[src/rtl/mix_columns.sv]
// rtl/mix_columns.sv - registered AES MixColumns stage (optional InvMixColumns via MIX_COLUMNS_INV_EN)

module mix_columns_col (
    input  logic [31:0] col,
`ifdef MIX_COLUMNS_INV_EN
    input  logic        inv,
`endif
    output logic [31:0] res
);

    function automatic logic [7:0] xtime(input logic [7:0] x);
        return {x[6:0], 1'b0} ^ (x[7] ? 8'h1b : 8'h00);
    endfunction

    logic [7:0] a  [4];
    logic [7:0] m2 [4];
    logic [7:0] m3 [4];
    logic [7:0] b  [4];
`ifdef MIX_COLUMNS_INV_EN
    logic [7:0] m4 [4];
    logic [7:0] m8 [4];
    logic [7:0] m9 [4];
    logic [7:0] mb [4];
    logic [7:0] md [4];
    logic [7:0] me [4];
`endif

    always_comb begin
        for (int k = 0; k < 4; k++) begin
            a[k]  = col[31-8*k -: 8];
            m2[k] = xtime(a[k]);
            m3[k] = m2[k] ^ a[k];
`ifdef MIX_COLUMNS_INV_EN
            // Inverse multiples share the chained xtime of the forward path.
            m4[k] = xtime(m2[k]);
            m8[k] = xtime(m4[k]);
            m9[k] = m8[k] ^ a[k];
            mb[k] = m8[k] ^ m2[k] ^ a[k];
            md[k] = m8[k] ^ m4[k] ^ a[k];
            me[k] = m8[k] ^ m4[k] ^ m2[k];
`endif
        end
        for (int r = 0; r < 4; r++) begin
`ifdef MIX_COLUMNS_INV_EN
            if (inv)
                b[r] = me[r] ^ mb[(r+1)%4] ^ md[(r+2)%4] ^ m9[(r+3)%4];
            else
                b[r] = m2[r] ^ m3[(r+1)%4] ^ a[(r+2)%4] ^ a[(r+3)%4];
`else
            b[r] = m2[r] ^ m3[(r+1)%4] ^ a[(r+2)%4] ^ a[(r+3)%4];
`endif
        end
        res = {b[0], b[1], b[2], b[3]};
    end

endmodule

module mix_columns (
    input  logic         clk,
    input  logic         reset,
    input  logic         in_valid,
    input  logic [0:127] in,
`ifdef MIX_COLUMNS_INV_EN
    input  logic         inv,
`endif
    output logic         out_valid,
    output logic [0:127] out
);

    logic [0:127] mixed;

    // Column c occupies in[32c:32c+31], row 0 in the most significant byte.
    for (genvar c = 0; c < 4; c++) begin : g_col
        logic [31:0] col_in;
        logic [31:0] col_out;

        assign col_in = in[32*c +: 32];

        mix_columns_col u_col (
            .col (col_in),
`ifdef MIX_COLUMNS_INV_EN
            .inv (inv),
`endif
            .res (col_out)
        );

        assign mixed[32*c +: 32] = col_out;
    end

    always_ff @(posedge clk) begin
        if (reset) begin
            out       <= '0;
            out_valid <= 1'b0;
        end else begin
            out_valid <= in_valid;
            if (in_valid)
                out <= mixed;
        end
    end

endmodule

[config.mk]
export PLATFORM = sky130hd
export DESIGN_NAME = mix_columns
export DESIGN_NICKNAME = d
export VERILOG_FILES = /design/src/rtl/mix_columns.sv
export SDC_FILE = /design/constraint.sdc
export NUM_CORES = 1
export LEC_CHECK = 0
export ABC_AREA = 0
export CAP_MARGIN = 20
export CORE_MARGIN = 2
export CORE_UTILIZATION = 45
export CTS_CLUSTER_SIZE = 14
export DETAILED_ROUTE_END_ITERATION = 16
export PLACE_DENSITY = 0.75
export SLEW_MARGIN = 10
export SYNTH_ARGS = -nofsm -noshare
export SYNTH_HDL_FRONTEND = slang
export SYNTH_HIERARCHICAL = 1
export SYNTH_SLANG_ARGS = --single-unit
[constraint.sdc]
create_clock -name clk -period 2.9 [get_ports clk]
set_input_delay 0.58 -clock clk [delete_from_list [all_inputs] [get_ports clk]]
set_output_delay 0.58 -clock clk [all_outputs]
set_load 0.03 [all_outputs]
======== Word-level counts from Yosys, hierarchy flattened ========
Index checks and enable logic that the tools add are counted.
storage, ports and cells
  flip-flop bits (word level) ............. 129
  input bits .............................. 131
  output and inout port bits .............. 129
cells by class
  muxes and demuxes ....................... 16
  bitwise gates (word level) .............. 80
operator list
  operator           count
  bitwise XOR 8 bit  80
  two-way mux 5 bit  16

======== Depth between registers and ports, before layout ========
Gate-level depths: netlist of the first run.
  word-level depth ........................ 6
  depth in mapped cells ................... 5
  mapped depth without buffers ............ 4

======== By module ========
Netlist of the first run, hierarchy kept.
modules (own cells, without submodules)
  module           instances  cells each  area each (um2)  sequential area each (um2)
  mix_columns_col  4          75          1312.5           0.0
  mix_columns      1          415         4667.0           2582.5

======== Worst setup path before layout of the first run ========
OpenSTA, ideal clock, no wires.
  path kind ............................... in2reg
  start ................................... in in[7] (netlist bit)
  end ..................................... reg out[30] (netlist bit)
  arrival ................................. 1523 ps
  required time ........................... 2772 ps
  setup slack ............................. 1250 ps
  stages on the path ...................... 5
  path buffers ............................ 1
  cell sequence ........................... buf_2 > xnor3_1 > xnor3_4 > mux2i_1 > nor2_1
on the way
  cells in the longest elaborated chain, start to end .. 5
ends and longest elaborated chain
  element                         RTL line  RTL
  from (decl)                     62        input logic [0:127] in,
  bitwise XOR 8 bit               12        return {x[6:0], 1'b0} ^ (x[7] ? 8'h1b : 8'h00);
  bitwise XOR 8 bit               32        m3[k] = m2[k] ^ a[k];
  bitwise XOR 8 bit (3 in a row)  50        b[r] = m2[r] ^ m3[(r+1)%4] ^ a[(r+2)%4] ^ a[(r+3)%4];
  net g_col[0].col_out[1]         75        logic [31:0] col_out;
  to (signal assigned)            97        out <= mixed;
  to (decl)                       67        output logic [0:127] out
The timed path passes the listed nets, and every way through them passes these cells.
A chain may end at the register's enable or synchronous reset.

======== Final worst setup path of the first run ========
  start ................................... reg out[98] (netlist bit)
  end ..................................... out out[98] (netlist bit)
No word-level cell between the ends.

==> flow_summary.json, run 1 <==
{
  "status": "completed",
  "drt-initial-drc-count": 228,
  "path_buf_inv": 1,
  "cp_cell_sequence": "clkdlybuf4s50_1",
  "switchingPower_uw": 2457,
  "hold_class": "reg2reg",
  "seq_area_frac_synth_pct": 26.04,
  "nets": 1093,
  "crit_family": "buffers and inverters",
  "placed_cell_area_sq_um": 12580,
  "stdcell_count": 1255,
  "dp_slack_ns": 0.4725,
  "cts_resized": 0,
  "hold_viol": 0,
  "synth.distinct_cells": 18,
  "power_leakage_uw": 0.006501,
  "dp_hpwl_mm": 17.00,
  "worstPathRequired_ns": 2.32,
  "syn_area_sq_um": 9917,
  "reg2regPathDepth": 2,
  "cp_slowest_cell": "clkdlybuf4s50_1",
  "dieArea_sq_um": 23240,
  "cts.sinks": 129,
  "crit_path_max_fanout": 2,
  "core-area_sq_um": 21760,
  "p_total_uw": 7677,
  "max_cap_viol_count": 0,
  "ios": 260,
  "start_util_pct": 45.58,
  "io_buffers": 259,
  "root_buffer": "clkbuf_16",
  "drt-vias-per-instance": 4.834,
  "yosys_warnings": 6,
  "ant_nets": 0,
  "worstPathArrival_ns": 1.50,
  "dieWidth_um": 152.5,
  "place.gp.congestion": 0.7963,
  "overflow": 0,
  "clkLatencyLatePin_ns": 0.42,
  "fin_crit_ns": 2.084,
  "syn-num-nets": 846,
  "power.density_nw_per_um2": 581.6,
  "drive_gt1_share_pct": 6.359,
  "cts_buffer_depth": 2,
  "diodes": 0,
  "cts_made_buffers": 17,
  "hold_depth": 2,
  "p_clk_share_pct": 29.6,
  "timing.fmax_mhz": 479.8,
  "clkTransAtPathRegs_ns": 0.06,
  "final.setup.tns_ns": 0,
  "vias": 6067,
  "firstDrtPassIters": 4,
  "dp_cells": 1223,
  "ys_ff_latch": 129,
  "avgRoutedWirePerCell_um": 18.25,
  "p_int_uw": 5219,
  "final_cell_mix": "clkdlybuf4s50_1 (257), xnor3_1 (132), dfxtp_1 (129)",
  "tritoncts": "done",
  "relSlewSlack_pct": 58.45,
  "fin_area_sq_um": 13200,
  "setup_viol": 0,
  "fin_skew_ns": 0,
  "final_common_cell": "clkdlybuf4s50_1",
  "cts_hold_buf": 0,
  "syn_inst": 715,
  "end_kind": "primary output",
  "pwr-share-seq_pct": 28.3,
  "setup_ws_ns": 0.8160,
  "area_delta_synth_final_pct": 33.09,
  "cpPeakStageDelay_ns": 0.75,
  "syn_avg_cell_area_sq_um": 13.87,
  "critical_path_depth": 1,
  "worst_slew_pin_slew_ns": 0.6233,
  "routed_wl_mm": 22.90,
  "num_rows": 54,
  "ir_drop_mv": 0.3399,
  "grt_max_degree": 61,
  "drv_slew": 0,
  "worstSetupPathType": "reg2out",
  "htree_levels": 4,
  "chipHeight_um": 152.5,
  "swShare_pct": 32.01,
  "antenna_found_initial": 0,
  "combinationalPowerShare_pct": 42.1,
  "rsz0062_at_grt": "no",
  "post_cts_buffers": 0,
  "drcViolationCount": 0,
  "globalRouteTotalUtil_pct": 19.80,
  "start_kind": "flip-flop",
  "grt_pass1_vias": 6164,
  "grt_first_pass_wirelength_mm": 35.93,
  "post-route-period-util_pct": 71.86
}
-- worst min-delay path, delay by kind of cell (launching register included) --
family           cells  cell delay (ns)
and+or+nand+nor      1             0.07
muxes                1             0.06
DFF                  1             0.32
-- kinds of logic (layout without fill, tap and decap cells) --
group                  after synthesis  count (layout)  synth area share (%)
XOR/XNOR                           292             292                 52.54
AND/OR/NAND/NOR                    129             129                 4.908
multiplexers                       128             128                 12.92
buffers and inverters               37             297                 3.596
flip-flops                         129             129                 26.04
-- synthesized netlist by cell type (all sizes together) --
master	count	share of area (%)
buf	25	3.1
clkbuf	12	0.45
dfxtp	129	26
mux2i	128	13
nor2	128	4.8
nor2b	1	0.063
xnor2	72	8.5
xnor3	136	31
xor2	48	4.2
xor3	36	8.8
-- cell type report --
class	instances	area [sq um]
Clock buffer	21	460.4
Multi-Input combinational cell	549	6978
Clock inverter	11	153.9
Sequential cell	129	2582
Fill cell	1742	8557
Timing Repair Buffer	265	2674
Tap cell	280	350.3
-- flip-flops by register name (all words and copies together), names as in the netlist --
signal and flops:
out_valid 1, out 128
-- power by group through the flow --
stage	Clock, uW	Sequential, uW	Combinational [uW]
2_1_floorplan	0	2690	1700
5_1_grt	2400	2200	3430
3_3_place_gp	0	2210	3200
4_1_cts	2320	2180	3260
6_report	2270	2170	3230
3_5_place_dp	0	2210	3230
-- worst paths after layout --
kind / slack [ns] / start / end
hold reg to reg: 0.49 / out[63] / out[63]
hold / removal: 0.49 / out[63] / out[63]
setup reg to reg: 2.21 / out[64] / out[64]
setup / recovery: 0.82 / out[98] / out[98]
-- layer usage --
| layer | share of wire [%] | GRT usage (%) |
|---|---|---|
| met1 | 47 | 27.82 |
| met5 | 0 | 0 |
| met2 | 46 | 31.49 |
| met3 | 5.3 | 3.783 |
| met4 | 1.5 | 5.820 |
-- per-stage QoR --
stage	hold slack, ns	util (%)
3_5_place_dp	0.4817	57.84
5_1_grt	0.5085	60.67
6_report	0.4923	60.67
3_3_place_gp	0.4718	57.84
4_1_cts	0.4994	60.67
2_1_floorplan	0.6344	-
Note: power is estimated with default switching activity, not from simulation.
==> inputs of run 2 (changes only) <==
==> constraint.sdc (replaced) <==
create_clock -name clk -period 1.95 [get_ports clk]
set_input_delay 0.39 -clock clk [delete_from_list [all_inputs] [get_ports clk]]
set_output_delay 0.39 -clock clk [all_outputs]
set_load 0.03 [all_outputs]
==> run 2 against run 1 <==
Effect of this change: sequential power grew 49%; wire length is 6.3% higher; hold slack got worse by 0.26 ns; cell area grew 9.0%; clock-buffer cell count is 1 lower; first-iteration DRC count is 34% lower; power increased by 52%; global-route usage increased by 1.4 points; via count grew 9.1%; combinational power is 60% higher; register-to-register slack worse by 0.92 ns; die area is the same; largest power group unchanged; highest routed layer unchanged.
==> flow_summary.json, run 2 (synthesis gave the netlist of run 1 again) <==
{
  "cts_buffer_depth": 2,
  "ir_drop_mv": 0.4994,
  "stdcell_count": 1411,
  "ff2ff_setup_slack_ns": 1.29,
  "power_leakage_uw": 0.007285,
  "hold_viol": 0,
  "crit_end": "out[96]",
  "drv_slew": 0,
  "avgRoutedWirePerCell_um": 17.26,
  "crit_family": "buffers and inverters",
  "top_register": "out",
  "hold_class": "in2reg",
  "drt-vias-per-instance": 4.693,
  "post-route-period-util_pct": 98.17,
  "htree_levels": 4,
  "io_buffers": 259,
  "overflow": 0,
  "placed_cell_area_sq_um": 13780,
  "multi_input_comb_area_sq_um": 6978,
  "holdWs_ns": 0.2276,
  "num_rows": 54,
  "chipHeight_um": 152.5,
  "power.density_nw_per_um2": 809.3,
  "ant_nets": 0,
  "reg2regPathDepth": 2,
  "post_cts_buffers": 0,
  "largest_register_ffs": 128,
  "relSlewSlack_pct": 66.61,
  "worstSetupPathType": "reg2out",
  "fin_skew_ns": 0,
  "area_delta_synth_final_pct": 45.05,
  "diodes": 0,
  "place.gp.congestion": 0.8140,
  "start_kind": "flip-flop",
  "grt_max_degree": 70,
  "cpPeakStageDelay_ns": 0.72,
  "fin_crit_ns": 1.914,
  "core-area_sq_um": 21760,
  "area.sequential_sq_um": 2582,
  "vias": 6622,
  "p_total_uw": 11640,
  "cts_made_buffers": 17,
  "clkLatencyLatePin_ns": 0.41,
  "fillers": 1633,
  "drive_gt1_share_pct": 19.45,
  "crit_path_max_fanout": 2,
  "firstDrtPassIters": 4,
  "path_buf_inv": 1,
  "top_regs": "out: 128 flops, out_valid: 1 flops",
  "worstPathRequired_ns": 1.56,
  "globalRouteTotalUtil_pct": 21.15,
  "final_cell_mix": "clkdlybuf4s50_1 (255), buf_4 (158), xnor3_1 (132)",
  "end_kind": "primary output",
  "tritoncts": "done",
  "drt-initial-drc-count": 150,
  "nets": 1249,
  "worst_slew_pin_slew_ns": 0.4973,
  "status": "completed",
  "grt_first_pass_wirelength_mm": 38.97,
  "routed_wl_mm": 24.35,
  "root_buffer": "clkbuf_16",
  "cp_slowest_cell": "clkdlybuf4s50_1",
  "drcViolationCount": 0,
  "cp_cell_sequence": "clkdlybuf4s50_1",
  "worstPathArrival_ns": 1.52,
  "antenna_found_initial": 0,
  "start_util_pct": 45.58,
  "dp_cells": 1379,
  "final_common_cell": "clkdlybuf4s50_1",
  "max_cap_viol_count": 0,
  "cts.sinks": 129,
  "dieWidth_um": 152.5,
  "critical_path_depth": 1,
  "setup_viol": 0,
  "r2r_start": "out[83]",
  "timing.fmax_mhz": 522.4,
  "ios": 260,
  "crit_start": "out[96]",
  "finish.utilization_pct": 66.12,
  "clkTransAtPathRegs_ns": 0.06,
  "rsz0062_at_grt": "no",
  "r2r-end": "out[83]",
  "fin_area_sq_um": 14390,
  "dieArea_sq_um": 23240,
  "grt_pass1_vias": 7232,
  "dp_hpwl_mm": 18.80
}
-- run 2: cell count changes in the layout (fill, tap and decap cells not counted), sizes merged --
cell,previous run,this run
dlymetal6s2s,0,2
inv,2,1
clkinv,4,6
clkdlybuf4s50,257,255
clkbuf,21,20
buf,8,164
bufinv,3,2
clkinvlp,2,3
-- run 2: final cells by class --
cell class / count / share of cell area, %
multi-input combinational: 549 / 48.51
tap: 280 / 2.435
clock buffer: 20 / 3.244
clock inverter: 12 / 0.9220
timing repair buffer: 421 / 26.94
sequential: 129 / 17.95
-- run 2: worst min path at each step --
stage                     slack, ns  startpoint  cells past startpoint  endpoint
after floorplan                0.63      out[0]                      2    out[0]
after global placement         0.47     out[76]                      2   out[76]
after detailed placement       0.48     out[12]                      2   out[12]
after CTS                      0.21       reset                      2  out[105]
after global routing           0.22       reset                      2  out[105]
final                          0.23       reset                      2  out[105]
-- run 2: power breakdown --
| group | total (uW) | internal (uW) | switching [uW] |
|---|---|---|---|
| Sequential | 3240 | 3020 | 215 |
| Combinational | 5160 | 2920 | 2240 |
| Clock | 3250 | 1990 | 1260 |
-- run 2: per-stage QoR --
step                      setup WS (ns)  TNS, ns
after CTS                      0.008248        0
after floorplan                  0.4897        0
final                           0.03575        0
after detailed placement        -0.1501   -5.056
after global routing           0.001666        0
after global placement          -0.1311   -2.826
-- run 2: routing by layer --
| metal | part of all wire, % | GRT usage, % | up-vias | wire length, um |
|---|---|---|---|---|
| met4 | 2.5 | 7.011 | 0 | 617 |
| met5 | 0 | 0 | - | 0 |
| met1 | 47 | 28.73 | 3149 | 11320 |
| li1 | - | - | 3263 | - |
| met2 | 47 | 34.53 | 176 | 11350 |
| met3 | 4.3 | 3.811 | 34 | 1058 |
-- run 2: timing repair --
action,CTS,global route
hold buffers,0,0
gates resized for setup,0,2
endpoints found under the hold margin,0,0
endpoints found under the setup margin,0,2
==> inputs of run 3 (changes only) <==
--- a/config.mk
+++ b/config.mk
@@ -8,10 +8,11 @@
 export ABC_AREA = 0
 export CAP_MARGIN = 20
 export CORE_MARGIN = 2
-export CORE_UTILIZATION = 45
+export CORE_UTILIZATION = 50
 export CTS_CLUSTER_SIZE = 14
 export DETAILED_ROUTE_END_ITERATION = 16
-export PLACE_DENSITY = 0.75
+export PLACE_DENSITY = 0.82
+export SKIP_CTS_REPAIR_TIMING = 1
 export SLEW_MARGIN = 10
 export SYNTH_ARGS = -nofsm -noshare
 export SYNTH_HDL_FRONTEND = slang
==> run 3 against run 2 <==
Effect of this change: first-iteration DRC count up 51%; sequential cell count unchanged; wire length up 1.9%; die area shrank 9.7%; core utilization up 7.2 points; largest cell class unchanged.
==> flow_summary.json, run 3 (synthesis gave the netlist of run 1 again) <==
{
  "fin_area_sq_um": 14270,
  "top_register": "out",
  "vias": 6588,
  "cp_slowest_cell": "clkdlybuf4s50_1",
  "root_buffer": "clkbuf_16",
  "worstPathArrival_ns": 1.53,
  "grt_pass1_vias": 6878,
  "avgRoutedWirePerCell_um": 18.05,
  "cts.sinks": 129,
  "hold_class": "in2reg",
  "stdcell_count": 1374,
  "power_leakage_uw": 0.007224,
  "setup_viol": 0,
  "fin_skew_ns": 0,
  "r2r_start": "out[7]",
  "end_kind": "primary output",
  "cp_cell_sequence": "clkdlybuf4s50_1",
  "crit_path_max_fanout": 2,
  "post-route-period-util_pct": 98.28,
  "status": "completed",
  "worst_slew_pin_slew_ns": 0.5305,
  "chipHeight_um": 144.8,
  "cts_buffer_depth": 2,
  "fillers": 1291,
  "area.sequential_sq_um": 2582,
  "drt-initial-drc-count": 227,
  "worstPathRequired_ns": 1.56,
  "clkTransAtPathRegs_ns": 0.06,
  "cts_made_buffers": 17,
  "grt_first_pass_wirelength_mm": 37.50,
  "place.gp.congestion": 0.8258,
  "placed_cell_area_sq_um": 13630,
  "ios": 260,
  "crit_start": "out[47]",
  "dp_hpwl_mm": 19.13,
  "routed_wl_mm": 24.81,
  "rsz0062_at_grt": "no",
  "worstSetupPathType": "reg2out",
  "dieWidth_um": 144.8,
  "core-area_sq_um": 19460,
  "hold_viol": 0,
  "power.density_nw_per_um2": 827.3,
  "start_util_pct": 50.95,
  "ant_nets": 0,
  "tritoncts": "done",
  "dieArea_sq_um": 20980,
  "globalRouteTotalUtil_pct": 23.73,
  "start_kind": "flip-flop",
  "crit_family": "buffers and inverters",
  "path_buf_inv": 1,
  "num_rows": 51,
  "top_regs": "out: 128 flops, out_valid: 1 flops",
  "timing.fmax_mhz": 521.8,
  "drv_slew": 0,
  "nets": 1227,
  "dp_cells": 1342,
  "drt-vias-per-instance": 4.795,
  "max_cap_viol_count": 0,
  "overflow": 0,
  "ir_drop_mv": 0.5731,
  "multi_input_comb_area_sq_um": 6978,
  "fin_crit_ns": 1.916,
  "largest_register_ffs": 128,
  "firstDrtPassIters": 4,
  "final_common_cell": "clkdlybuf4s50_1",
  "final_cell_mix": "clkdlybuf4s50_1 (254), buf_4 (133), xnor3_1 (132)",
  "p_total_uw": 11800,
  "hp-start": "reset",
  "htree_levels": 4,
  "relSlewSlack_pct": 64.38,
  "area_delta_synth_final_pct": 43.89,
  "cpPeakStageDelay_ns": 0.73,
  "io_buffers": 259,
  "grt_max_degree": 56,
  "drcViolationCount": 0,
  "drive_gt1_share_pct": 17.76,
  "diodes": 0,
  "clkLatencyLatePin_ns": 0.41,
  "antenna_found_initial": 0
}
==> run 3: final cells by class <==
type	instances	share of cell area, %
multi-input cells	549	48.90
well taps	265	2.324
clock inverters	13	1.298
clock buffers	19	3.104
repair buffers	399	26.28
flip-flops and latches	129	18.10
==> run 3: per-stage QoR <==
stage	setup WS, ns	util, %	hold slack [ns]	setup TNS, ns
2_1_floorplan	0.4897	-	0.6344	0
3_3_place_gp	-0.1267	70.05	0.4715	-2.234
3_5_place_dp	-0.1546	70.05	0.4802	-4.265
4_1_cts	-0.02120	73.28	0.3689	-0.02120
5_1_grt	0.004765	73.32	0.3783	0
6_report	0.03357	73.32	0.3862	0
==> run 3: worst paths after layout <==
path	depth (start not counted)	slack (ns)	end
min reg2reg	2	0.49	out[25]
max reg2reg	2	1.25	out[7]
max	1	0.03	out[47]
min	2	0.39	out[105]
==> run 3: where the power goes <==
part	internal, uW	total, uW	switching [uW]
clock network	2180	3430	1250
registers	3020	3250	224
logic	2880	5130	2240
==> run 3: layer usage <==
metal | wire length (um) | part of all wire, % | GRT usage [%]
met5 | 0 | 0 | 0
met2 | 11930 | 48 | 39.47
met4 | 443 | 1.8 | 6.949
met1 | 11160 | 45 | 31.70
met3 | 1271 | 5.1 | 4.541
